$ cat config.mk
export PLATFORM = sky130hd
export DESIGN_NAME = regfile_sb
export DESIGN_NICKNAME = d
export VERILOG_FILES = /design/src/rtl/regfile_pkg.sv /design/src/rtl/regfile_scoreboard.sv /design/src/rtl/regfile_sb.sv
export SDC_FILE = /design/constraint.sdc
export NUM_CORES = 2
export LEC_CHECK = 0
export ABC_AREA = 1
export CAP_MARGIN = 20
export CORE_MARGIN = 5
export CORE_UTILIZATION = 50
export CTS_CLUSTER_DIAMETER = 30
export DETAILED_ROUTE_END_ITERATION = 7
export PLACE_DENSITY = 0.65
export SLEW_MARGIN = 40
export SYNTH_ARGS = -nofsm -noshare
export SYNTH_HDL_FRONTEND = slang
export SYNTH_SLANG_ARGS = --single-unit
$ cat constraint.sdc
create_clock -name i_clk -period 2.92 [get_ports i_clk]
set_input_delay 0.438 -clock i_clk [delete_from_list [all_inputs] [get_ports i_clk]]
set_output_delay 0.438 -clock i_clk [all_outputs]
set_load 0.02 [all_outputs]
$ cat src/rtl/regfile_pkg.sv
// regfile_pkg: shared defaults and the register-0 suppression predicate
// for the regfile_sb core and its scoreboard.
package regfile_pkg;

    localparam int unsigned DEF_XLEN = 32;
    localparam int unsigned DEF_NREG = 32;
    localparam int unsigned DEF_NRD  = 2;

    // True when an access to this address must be ignored because register 0
    // is hardwired to zero.
    function automatic logic is_zero_suppressed(input logic zero_reg, input logic addr_is_zero);
        return zero_reg & addr_is_zero;
    endfunction

endpackage

$ cat src/rtl/regfile_scoreboard.sv
// regfile_scoreboard: pending-write bit per register with set/clear/flush
// priority, plus a per-read-port lookup of the bit after this cycle's
// write-clear and flush (this cycle's set deliberately excluded).
//
// Ports:
//   i_clk, i_rst      clock, synchronous active-low reset
//   i_clr, i_clr_addr qualified register write clears its bit
//   i_set, i_set_addr reserve a destination (mark busy)
//   i_flush           clear every bit, overrides set
//   i_rd_addr         NRD packed read addresses
//   o_rd_busy_c       combinational busy-after-clear per read port
//   o_busy_vec        registered scoreboard state
module regfile_scoreboard
    import regfile_pkg::*;
#(
    parameter int unsigned NREG     = DEF_NREG,
    parameter int unsigned NRD      = DEF_NRD,
    parameter bit          ZERO_REG = 1'b1,
    parameter int unsigned AW       = $clog2(NREG)
) (
    input  logic              i_clk,
    input  logic              i_rst,
    input  logic              i_clr,
    input  logic [AW-1:0]     i_clr_addr,
    input  logic              i_set,
    input  logic [AW-1:0]     i_set_addr,
    input  logic              i_flush,
    input  logic [NRD*AW-1:0] i_rd_addr,
    output logic [NRD-1:0]    o_rd_busy_c,
    output logic [NREG-1:0]   o_busy_vec
);

    logic [NREG-1:0] sb_q;
    logic [NREG-1:0] sb_d;
    logic [NREG-1:0] clr_mask;
    logic [NREG-1:0] set_mask;
    logic [NREG-1:0] sb_kept;

    // Next-state: clear then set (set wins on collision), flush beats both.
    always_comb begin
        clr_mask    = '0;
        set_mask    = '0;
        o_rd_busy_c = '0;
        if (i_clr) begin
            clr_mask[i_clr_addr] = 1'b1;
        end
        if (i_set && !is_zero_suppressed(ZERO_REG, i_set_addr == '0)) begin
            set_mask[i_set_addr] = 1'b1;
        end
        sb_kept = i_flush ? '0 : (sb_q & ~clr_mask);
        sb_d    = i_flush ? '0 : (sb_kept | set_mask);
        // Readers see the state without this cycle's set, so an instruction
        // reserving its own source does not block on itself.
        for (int unsigned p = 0; p < NRD; p++) begin
            o_rd_busy_c[p] = sb_kept[i_rd_addr[p*AW +: AW]];
        end
    end

    always_ff @(posedge i_clk) begin
        if (!i_rst) begin
            sb_q <= '0;
        end else begin
            sb_q <= sb_d;
        end
    end

    assign o_busy_vec = sb_q;

endmodule

$ cat src/rtl/regfile_sb.sv
// regfile_sb: NREG x XLEN register file with NRD registered read ports,
// same-edge write-through bypass and an integrated pending-write scoreboard.
//
// Ports:
//   i_clk, i_rst        clock, synchronous active-low reset
//   i_rd_en, i_rd_addr  per-port read enable / packed addresses
//   o_rd_data           packed registered read data (port p at [p*XLEN +: XLEN])
//   o_rd_busy           registered per-port pending-write flag
//   i_we, i_wa, i_wd    register write
//   i_sb_set, i_sb_addr reserve a destination in the scoreboard
//   i_flush             clear the whole scoreboard
//   o_busy_vec          registered scoreboard state
module regfile_sb
    import regfile_pkg::*;
#(
    parameter int unsigned XLEN     = DEF_XLEN,
    parameter int unsigned NREG     = DEF_NREG,
    parameter int unsigned NRD      = DEF_NRD,
    parameter bit          ZERO_REG = 1'b1,
    // Derived from NREG; do not override.
    parameter int unsigned AW       = $clog2(NREG)
) (
    input  logic                i_clk,
    input  logic                i_rst,
    input  logic [NRD-1:0]      i_rd_en,
    input  logic [NRD*AW-1:0]   i_rd_addr,
    output logic [NRD*XLEN-1:0] o_rd_data,
    output logic [NRD-1:0]      o_rd_busy,
    input  logic                i_we,
    input  logic [AW-1:0]       i_wa,
    input  logic [XLEN-1:0]     i_wd,
    input  logic                i_sb_set,
    input  logic [AW-1:0]       i_sb_addr,
    input  logic                i_flush,
    output logic [NREG-1:0]     o_busy_vec
);

    logic [XLEN-1:0] regs_q [NREG];
    logic            we_ok_c;
    logic [NRD-1:0]  rd_busy_c;

    // A write to register 0 is dropped entirely when it is hardwired.
    assign we_ok_c = i_we & ~is_zero_suppressed(ZERO_REG, i_wa == '0);

    // Data array.
    always_ff @(posedge i_clk) begin
        if (!i_rst) begin
            for (int unsigned i = 0; i < NREG; i++) begin
                regs_q[i] <= '0;
            end
        end else if (we_ok_c) begin
            regs_q[i_wa] <= i_wd;
        end
    end

    regfile_scoreboard #(
        .NREG     (NREG),
        .NRD      (NRD),
        .ZERO_REG (ZERO_REG),
        .AW       (AW)
    ) u_sb (
        .i_clk       (i_clk),
        .i_rst       (i_rst),
        .i_clr       (we_ok_c),
        .i_clr_addr  (i_wa),
        .i_set       (i_sb_set),
        .i_set_addr  (i_sb_addr),
        .i_flush     (i_flush),
        .i_rd_addr   (i_rd_addr),
        .o_rd_busy_c (rd_busy_c),
        .o_busy_vec  (o_busy_vec)
    );

    for (genvar p = 0; p < NRD; p++) begin : g_rd
        logic [AW-1:0]   addr_c;
        logic [XLEN-1:0] data_d;
        logic [XLEN-1:0] data_q;
        logic            busy_q;

        assign addr_c = i_rd_addr[p*AW +: AW];

        // Read mux: zero register, then same-edge bypass, then array.
        always_comb begin
            data_d = regs_q[addr_c];
            if (is_zero_suppressed(ZERO_REG, addr_c == '0)) begin
                data_d = '0;
            end else if (we_ok_c && (i_wa == addr_c)) begin
                data_d = i_wd;
            end
        end

        // Output registers hold while the port is idle.
        always_ff @(posedge i_clk) begin
            if (!i_rst) begin
                data_q <= '0;
                busy_q <= 1'b0;
            end else if (i_rd_en[p]) begin
                data_q <= data_d;
                busy_q <= rd_busy_c[p];
            end
        end

        assign o_rd_data[p*XLEN +: XLEN] = data_q;
        assign o_rd_busy[p]              = busy_q;
    end

endmodule

==> results.sh <==
export IMPL_fin_crit_sh_pct=81.1
export IMPL_cpPeakStageDelay_ps=650
export IMPL_layout_commonest_cell="nand2_1"
export IMPL_die_y_um=357
export IMPL_path_class="reg2out"
export IMPL_cp_max_fo=2
export IMPL_via_count=55700
export IMPL_place_gp_congestion=0.913
export IMPL_synth_area_mux_share_pct=0
export IMPL_ant_nets=0
export IMPL_routedWlPerCell_um=24.9
export IMPL_viasPerCell=6.19
export IMPL_grt_start_max_net_pins=95
export IMPL_areaGrowthSynthToFinish_pct=22.1
export IMPL_cts_root_buf="clkbuf_16"
export IMPL_worst_path_max_delay_cell="clkdlybuf4s50_1"
export IMPL_dpl_hpwl_mm=134
export IMPL_synth_fa_ha_area_share_pct=0
export IMPL_final_max_slew_viol_count=0
export IMPL_drt_iter0_markers=7589
export IMPL_crit_family="buffers and inverters"
export IMPL_arrival_ps=1930
export IMPL_first_pass_iters=8
export IMPL_pin_count=157
export IMPL_wl_mm=224
export IMPL_postSynth_asyncResetShare_pct=0
export IMPL_cts_hold_buf=0
export IMPL_cts_inserted_buffers=281
export IMPL_clk_path_buf_depth=4
export IMPL_synth_cell_types=31
export IMPL_antenna_found_initial=2
export IMPL_cts_sink_count=1122
export IMPL_whs_ps=125
export IMPL_worst_slack_ps=552
export IMPL_cap_violations=0
export IMPL_fmax_mhz=422
export IMPL_syn_area_per_cell_um2=8.46
export IMPL_numPortBuffers=156
export IMPL_synthSimpleGateAreaFrac_pct=25.7
export IMPL_synth_compound_area_share_pct=11.8
export IMPL_slew_headroom_pct=47.1
export IMPL_grt_pass1_vias=53600
export IMPL_drc=0
export IMPL_leakage_nw=28.7
export IMPL_rsz0062_at_grt="false"
export IMPL_die_w_um=357
export IMPL_required_ps=2480
export IMPL_peakVddDrop_uv=632
export IMPL_yosysSeqAreaShare_pct=54.4
export IMPL_period_needed_ps=2370
export IMPL_synth_edff_count=1024
export IMPL_ys_ff_latch=1122
export IMPL_total_power_mw=53.9
export IMPL_rows=127
export IMPL_hold_class="in2reg"
export IMPL_r2r_slack_ps=1100
export IMPL_status="completed"
export IMPL_dieArea_mm2=0.127
export IMPL_core_area_mm2=0.120
export IMPL_grt_ovfl_total=0
export IMPL_final_nets=7253
export IMPL_path_buf_inv=1
export IMPL_track_usage_pct=34.3
export IMPL_yosys_warnings=0
export IMPL_mostFrequentLayoutCells="1536 x nand2_1, 1173 x nor2_1, 1024 x edfxtp_1"
export IMPL_synthCells=7114
export IMPL_hold_viol=0
export IMPL_cp_cell_sequence="clkdlybuf4s50_1"
export IMPL_cts_resized=0
export IMPL_skew_ps=50.5
export IMPL_setup_worst_path_end_class="output port"
export IMPL_nFillCells=9902
export IMPL_setup_tns_ps=0
export IMPL_cts_reportedPaths_clkPinSlew_ps=40
export IMPL_cts_htree_levels=5
export IMPL_worstMarginPinSlew_ps=793
export IMPL_setup_viol=0
export IMPL_synth_top_family_by_area="simple AND/OR/NAND/NOR gates"
export IMPL_layout_drive_gt1_share_pct=10.1
export IMPL_place_ws_ps=298
export IMPL_synthXorXnorAreaFrac_pct=0.0874
export IMPL_synth_ff_type="edfxtp_1"
export IMPL_clk_latency_ps=890
export IMPL_grt_pass1_wl_mm=329
export IMPL_cts_tree="built"
export IMPL_start_kind="flip-flop"
export IMPL_power_density_mw_per_mm2=734
export IMPL_cts_setup_buffers=0
export IMPL_initial_core_util_pct=50.3
export IMPL_synth_cell_area_mm2=0.0602
[power breakdown]
group          switching [mW]  internal, mW
clock                    9.19          20.5
sequential              0.395          18.5
combinational            3.77          1.55
[routing by layer]
metal | GRT usage (%) | wire length (µm) | vias to the layer above
li1 | - | - | 24600
met1 | 42.4 | 80000 | 26500
met3 | 6.37 | 24100 | 833
met2 | 53.8 | 102000 | 3799
met5 | 0 | 0 | -
met4 | 25.8 | 17700 | 0
[sequential cells by signal (all words and copies together) (netlist names)]
name	flops
regs_q	1024
g_rd.data_q	64
u_sb.o_busy_vec	32
g_rd.busy_q	2
[Yosys cell counts, types with 36 or more instances]
master,n,area (µm²)
a21oi_1,305,1530
o21ai_1,36,180
nand3_1,844,4220
nand2_1,1567,5880
o21ai_0,219,1100
edfxtp_1,1024,30700
clkbuf_1,340,1280
dfxtp_1,98,1960
nor2_1,1173,4400
inv_1,469,1760
buf_2,239,1200
buf_1,40,150
nand4_1,135,845
o2111ai_1,124,1090
o211ai_1,411,3090
[cell families after synthesis]
kind of cell,after synthesis
compound gates,1109
other cells,1
simple gates,3734
xor+xnor,6
flops,1122
buf+inv,1142
[final cells by class]
type / instances / area [µm²] / share of cell area, %
tap: 1612 / 2020 / 2.75
multi-input combinational: 4881 / 22900 / 31.2
clock inverter: 138 / 1580 / 2.14
antenna: 2 / 5.00 / 0.00681
clock buffer: 344 / 7410 / 10.1
timing repair buffer: 427 / 5010 / 6.83
inverter: 481 / 1820 / 2.48
sequential: 1122 / 32700 / 44.5
[tightest hold or removal path, delay by kind of cell]
family,cells,cell delay (ps)
AO/OA/AOI/OAI,1,50
AND/OR/NAND/NOR,2,160
buffers and inverters,2,270
[final timing paths]
path,cells after the start,from,to
worst max-delay path,1,g_rd[0].busy_q,o_rd_busy[0]
worst min-delay path,5,i_rd_addr[4],g_rd[0].busy_q
worst max register to register,10,regs_q[15][3],g_rd[0].data_q[3]
worst min register to register,2,g_rd[0].data_q[19],g_rd[0].data_q[19]
[metrics by stage]
stage          area, µm²  util [%]  cells
2_1_floorplan      60300         -   7145
3_3_place_gp       64500      53.9   8523
3_5_place_dp       64500      53.9   8523
4_1_cts            73500      61.4   9005
5_1_grt            73500      61.4   9005
6_report           73500      61.4   9007
Note: power is estimated with default switching activity, not from simulation.
